**config.mk**
```make
export PLATFORM = sky130hd
export DESIGN_NAME = instr_fetch
export DESIGN_NICKNAME = d
export VERILOG_FILES = /design/src/rtl/instr_fetch.sv
export SDC_FILE = /design/constraint.sdc
export NUM_CORES = 1
export LEC_CHECK = 0
export ABC_AREA = 1
export ABC_CLOCK_PERIOD_IN_PS = 1700
export BUFFER_PORTS_ARGS = -buffer_cell sky130_fd_sc_hd__buf_2
export CAP_MARGIN = 20
export CORE_MARGIN = 5
export CORE_UTILIZATION = 51
export DETAILED_ROUTE_END_ITERATION = 8
export PLACE_DENSITY = 0.87
export SLEW_MARGIN = 0
export SYNTH_ARGS = -nofsm -noshare
export SYNTH_HDL_FRONTEND = slang
export SYNTH_SLANG_ARGS = --single-unit
```
**constraint.sdc**
```tcl
create_clock -name clk -period 1.7 [get_ports clk]
set_input_delay 0.17 -clock clk [delete_from_list [all_inputs] [get_ports clk]]
set_output_delay 0.17 -clock clk [all_outputs]
set_load 0.01 [all_outputs]
```
**src/rtl/instr_fetch.sv**
```systemverilog
// Instruction-fetch stage: owns the PC, fetches words over a req/ack handshake and
// presents pc/instr to IF/ID, holding one buffered word under stall and killing stale fetches.
module instr_fetch #(
  parameter logic [31:0] RESET_PC = 32'h0000_0000
) (
  input  logic        clk,
  input  logic        reset,
  input  logic        stall,
  input  logic        redirect,
  input  logic [31:0] redirect_pc,
  output logic        imem_req,
  output logic [31:0] imem_addr,
  input  logic        imem_ack,
  input  logic [31:0] imem_rdata,
  output logic [31:0] pc_out,
  output logic [31:0] instr_out,
  output logic        valid_out
);

  typedef enum logic [1:0] {
    IDLE  = 2'd0,
    FETCH = 2'd1,
    HOLD  = 2'd2
  } state_t;

  state_t      state, state_n;
  logic [31:0] pc, pc_n;
  logic        kill, kill_n;
  logic [31:0] kill_pc, kill_pc_n;
  logic [31:0] hold_pc, hold_pc_n;
  logic [31:0] hold_instr, hold_instr_n;
  logic [31:0] pc_out_n, instr_out_n;
  logic        valid_out_n;
  logic [31:0] target;
  logic        unused_pc_bits;

  assign target         = {redirect_pc[31:2], 2'b00};
  assign unused_pc_bits = ^redirect_pc[1:0];
  assign imem_req       = (state == FETCH);
  assign imem_addr      = pc;

  always_ff @(posedge clk or negedge reset) begin
    if (!reset) begin
      state      <= IDLE;
      pc         <= RESET_PC;
      kill       <= 1'b0;
      kill_pc    <= 32'h0;
      hold_pc    <= 32'h0;
      hold_instr <= 32'h0;
      pc_out     <= 32'h0;
      instr_out  <= 32'h0;
      valid_out  <= 1'b0;
    end else begin
      state      <= state_n;
      pc         <= pc_n;
      kill       <= kill_n;
      kill_pc    <= kill_pc_n;
      hold_pc    <= hold_pc_n;
      hold_instr <= hold_instr_n;
      pc_out     <= pc_out_n;
      instr_out  <= instr_out_n;
      valid_out  <= valid_out_n;
    end
  end

  always_comb begin
    state_n      = state;
    pc_n         = pc;
    kill_n       = kill;
    kill_pc_n    = kill_pc;
    hold_pc_n    = hold_pc;
    hold_instr_n = hold_instr;
    pc_out_n     = pc_out;
    instr_out_n  = instr_out;
    valid_out_n  = valid_out;

    case (state)
      IDLE: begin
        state_n = FETCH;
        if (redirect) begin
          pc_n        = target;
          valid_out_n = 1'b0;
          instr_out_n = 32'h0;
        end
      end

      FETCH: begin
        if (redirect) begin
          valid_out_n = 1'b0;
          instr_out_n = 32'h0;
          if (imem_ack) begin
            pc_n   = target;
            kill_n = 1'b0;
          end else begin
            // Request is still outstanding: keep the address stable and retarget later.
            kill_n    = 1'b1;
            kill_pc_n = target;
          end
        end else if (imem_ack) begin
          if (kill) begin
            pc_n   = kill_pc;
            kill_n = 1'b0;
          end else if (!stall) begin
            pc_out_n    = pc;
            instr_out_n = imem_rdata;
            valid_out_n = 1'b1;
            pc_n        = pc + 32'd4;
          end else begin
            hold_pc_n    = pc;
            hold_instr_n = imem_rdata;
            pc_n         = pc + 32'd4;
            state_n      = HOLD;
          end
        end else if (!stall) begin
          valid_out_n = 1'b0;
          instr_out_n = 32'h0;
        end
      end

      HOLD: begin
        if (redirect) begin
          pc_n        = target;
          valid_out_n = 1'b0;
          instr_out_n = 32'h0;
          state_n     = FETCH;
        end else if (!stall) begin
          pc_out_n    = hold_pc;
          instr_out_n = hold_instr;
          valid_out_n = 1'b1;
          state_n     = FETCH;
        end
      end

      default: state_n = IDLE;
    endcase
  end

endmodule

```
**After elaboration in Yosys (flattened, before gate mapping)**

Index checks and enable logic that the tools add are counted.

- Bits in registers: 194
- Word-level logic and storage cells: 82

- $add $sub $neg: 1
- Equal/unequal tests: 15
- Mux-type cells: 40
- Bitwise gates (word level): 3
- Reduce and logical (&&, ||, !) cells: 14

Operators by type and width:

| operator | number |
|---|---|
| 2-to-1 mux 32 bit | 19 |
| one-hot mux 32 bit (2 select lines) | 2 |
| one-hot mux 32 bit (3 select lines) | 1 |
| adder 32 x 3 -> 32 bit (second input constant) | 1 |
| != test 2 bit (second input constant) | 7 |
| 2-to-1 mux 2 bit | 6 |
| 2-to-1 mux 1 bit | 10 |
| AND reduction 5 bit | 2 |
| != test 4 x 3 -> 1 bit (second input constant) | 2 |
| AND reduction 7 bit | 1 |
| one-hot mux 2 bit (3 select lines) | 1 |
| AND reduction 3 bit | 2 |
| AND reduction 6 bit | 1 |
| nonzero test 2 bit | 3 |
| != test 2 x 1 -> 1 bit (second input constant) | 2 |
| != test 4 bit (second input constant) | 1 |
| AND reduction 4 bit | 1 |
| != test 3 bit (second input constant) | 1 |
| inverter 1 bit | 3 |
| one-hot mux 1 bit (3 select lines) | 1 |
| nonzero test 3 bit | 1 |
| equality test 2 x 1 -> 1 bit (second input constant) | 1 |
| equality test 2 bit (second input constant) | 1 |
| logical NOT 2 bit | 1 |
| 2 further kinds | 2 |

**Logic depth before layout (Yosys ltp)**

- Depth in word-level cells: 5
- Depth in mapped cells: 11

**Worst setup path after synthesis**

No wires, ideal clock.

- Path type: register to register
- Start: register state[1]
- End: register pc[18], in the netlist imem_addr[18]
- Library setup time: 0.117 ns
- Data arrival time: 1.637 ns
- Required time: 1.583 ns
- Setup slack: -0.053 ns
- Cell stages (with the launch flop): 12
- Path buffers: 2
- Clock period less this slack: 1.753 ns
- Cell sequence: dfrtp_1 inv_1 ha_1 inv_2 nor2_2 a21oi_1 nand2_1 buf_2 buf_2 a21oi_1 nand2_1 nand2_1

- Elaborated cells on any way between the ends: 9
- Those cells by class: 4 x eq/ne; 1 x mux; 4 x reduce/logical

RTL lines:

| what | line | RTL |
|---|---|---|
| start: declaration | 26 | `state_t state, state_n;` |
| start signal: assignment | 54 | `state <= state_n;` |
| equality test 2 x 1 -> 1 bit * | n/a |  |
| via imem_req | 11 | `output logic imem_req,` |
| != test 2 x 1 -> 1 bit (no source line) or nonzero test 2 bit (tied branches) | n/a |  |
| AND reduction 3 bit (no source line) | n/a |  |
| end signal: assignment | 55 | `pc <= pc_n;` |
| end: declaration | 27 | `logic [31:0] pc, pc_n;` |

Mark *: on every way through the listed nets, which the timed path passes. The rest lies on a longest branch.
A chain may end at the register's enable or synchronous reset.

**Worst setup path in the final report**

- Start: register state[1]
- End: register pc[9], in the netlist imem_addr[9]

- Longest elaborated chain between the ends: 4
- Elaborated cells on any way between the ends: 9
- Those cells by class: 4 x eq/ne; 1 x mux; 4 x reduce/logical

Ends and longest elaborated chain:

| what | line | RTL |
|---|---|---|
| equality test 2 bit or logical NOT 2 bit (tied branches) | 77 | `case (state)` |
| OR reduction 2 bit (no source line) | n/a |  |
| != test 2 x 1 -> 1 bit (no source line) or nonzero test 2 bit (tied branches) | n/a |  |
| AND reduction 3 bit (no source line) | n/a |  |

Several ways; a longest one is shown, not always the timed one.

==> impl_metrics.yaml <==
outcome:
  status: "finished with violations"
  violations: "setup timing"
clock_tree:
  path_clk_slew_ns: 0.07
  cts_tree: "built"
  cts_buffers: 17
  cts_sinks: 188
  clkLatencyLatePin_ns: 0.43
  clockRootBuffer: "clkbuf_16"
  clock_path_buffers: 2
  cts.htree.levels: 4
sta:
  finalSetupViolCount: 34
  rsz0062_at_grt: "true"
  setup_ws_ns: -0.0911
  finalCritPeriodShare: 1.05
  layout_min_cycle_time_ns: 1.79
  timing.hold.ws_ns: 0.00663
  finalMaxSlewViolations: 0
  hold_violations: 0
  fmax_mhz: 558
  fin_skew_ns: 0.00923
setup_path:
  crit_type: "flip-flop to flip-flop"
  setup.worst_path.end_class: "flip-flop"
  cp-start-kind: "flip-flop"
  critPathRequiredTime_ns: 2.01
  critPathArrivalTime_ns: 2.10
  path_max_fanout: 8
power:
  leakagePower_nw: 6.15
  peakVddDrop_v: 0.00110
  power_w: 0.0222
  p_per_area_nw_per_um2: 1820
grt:
  grtUsageMet1: 0.325
  grt_use_total: 0.249
  met3_usage: 0.0598
  antenna_found_initial: 0
  grt_pass1_wl_um: 43500
  busiest_layer: "met2"
  use_met2: 0.401
  grt_overflow_total: 0
  first_global_vias: 8829
  grt_max_degree: 65
placement:
  place_inst: 1610
  numPortBuffers: 160
  gp_congestion: 0.940
  hpwlAfterDp_um: 18200
synth:
  async_flop_share: 1.00
  synth_ff_type: "dfrtp_1"
  yosys.area.top_type_share: 0.500
  yosysTopAreaCell: "dfrtp_1"
  ys_types: 29
  synth.cell_area_um2: 9400
  synth_edf_count: 0
  ys_ff_latch: 188
  yosysMostFrequentCell: "nand2_1"
  syn_inst: 1240
  synth_area_leaders: "dfrtp_1 (50%), nand2_1 (14%), o21ai_0 (11%), inv_1 (5.7%), a21oi_1 (4.6%)"
  netlist_top_cells_count: "nand2_1 (345), o21ai_0 (214), dfrtp_1 (188)"
  synth_area_per_cell_um2: 7.58
  yosys_warnings: 0
  synth-seq-area-share: 0.500
finish:
  nFillCells: 1348
  fin_cells: 1673
  multi_input_area_um2: 4210
  area_growth_pct: 29.9
  nets: 1505
  fin_util: 0.675
  register_area_um2: 4710
  drive_above_1_share: 0.256
routing:
  post_drt_wl_per_cell_um: 17.2
  dr.pass1.iters: 6
  drtIter0Drc: 957
  vias: 9519
  drcViolationCount: 0
  wirelength_um: 28700
  avgViaCountPerCell: 5.69
  antenna_left: 0
floorplanning:
  initial_core_util: 0.520
  core_area_um2: 18100
  die_height_um: 146
  rows: 49
  dieArea_um2: 21200
  die_x_um: 146
  io_pins: 167
flow_run:
  maxCapViolations: 0
hold_path:
  hold_path.class: "primary input to flip-flop"
[power by group]
part | internal, W | switching (W)
Sequential | 0.00642 | 0.00142
Clock | 0.00235 | 0.00169
Combinational | 0.00400 | 0.00637
Total | 0.0128 | 0.00948
[logic make-up (layout without fill, tap and decap cells)]
group | count (synthesis) | count (layout) | share of synthesized area
AOI/OAI and AO/OA | 322 | 322 | 0.179
muxes | 5 | 5 | 0.00599
xor gates and xnor gates | 3 | 3 | 0.00280
DFF | 188 | 188 | 0.500
adders and majority gates | 5 | 5 | 0.00666
other | 1 | 5 | 0.000399
buffers and inverters | 219 | 418 | 0.0941
and+or+nand+nor | 497 | 498 | 0.211
[layout make-up]
class / instances / share of cell area
clock buffers: 21 / 0.0369
inverters: 146 / 0.0461
clock inverters: 10 / 0.0116
multi-input cells: 837 / 0.345
repair buffers: 240 / 0.150
flip-flops and latches: 188 / 0.386
repair inverters: 1 / 0.000615
well taps: 229 / 0.0235
diodes: 1 / 0.000205
[flip-flops by register name (all words and copies together) (netlist names)]
name and flops:
hold_instr 32, state 2, kill 1, hold_pc 30, instr_out 32, valid_out 1, pc_out 30, kill_pc 30
imem_addr 30
[critical path: stages (launching register included)]
cell and delay (ns):
dfrtp_1 0.39, inv_2 0.09, ha_4 0.17, inv_4 0.05
nor2_2 0.15, a21oi_2 0.07, nand2_4 0.21, clkinvlp_4 0.26
o211ai_1 0.16, o21ai_0 0.11
[cell usage in the layout (no fill, tap or decap), types with 8 or more instances in the layout]
cell | Yosys | final
dfrtp_1 | 188 | 183
nor2_1 | 70 | 61
nand2_2 | 0 | 13
buf_4 | 10 | 36
nor2_2 | 6 | 10
inv_1 | 142 | 137
clkbuf_16 | 0 | 23
buf_12 | 0 | 17
o21ai_1 | 4 | 33
nand3_1 | 72 | 69
clkinvlp_4 | 0 | 8
nand2_1 | 345 | 327
buf_2 | 16 | 159
a21oi_1 | 86 | 53
buf_6 | 0 | 9
a21oi_2 | 0 | 31
o21ai_0 | 214 | 179
[timing repair]
item	4_1_cts	5_1_grt
pin swaps	4	12
endpoints found under the hold margin	49	0
hold buffers	7	0
setup endpoints to repair	94	100
setup buffers	8	5
gates cloned	4	7
resized for setup	43	126
[stage by stage]
step	setup TNS, ns	instance area (um^2)	worst slack [ns]
6_report	-0.957	12200	-0.0911
5_1_grt	-7.12	12200	-0.166
4_1_cts	-0.776	11600	-0.0534
3_5_place_dp	-12.42	10700	-0.291
3_3_place_gp	-7.02	10700	-0.209
2_1_floorplan	0	9440	0.0109
[per-layer routing]
metal / vias to the layer above / wire (um)
li1: 4361 / -
met1: 4454 / 11000
met2: 592 / 13600
met3: 112 / 2940
met4: 0 / 1160
met5: - / 0
[path summary, 6_finish.rpt]
path	slack [ns]	cells past startpoint	startpoint	endpoint
setup / recovery	-0.09	9	state[1]	imem_addr[9]
hold / removal	0.007	3	redirect_pc[11]	kill_pc[11]
setup reg to reg	-0.09	9	state[1]	imem_addr[9]
hold reg to reg	0.48	2	hold_pc[19]	hold_pc[19]
max in group asynchronous	0.80	3	reset	pc_out[23]
min in group asynchronous	0.26	2	reset	hold_instr[25]
(Power assumes the default switching activity.)
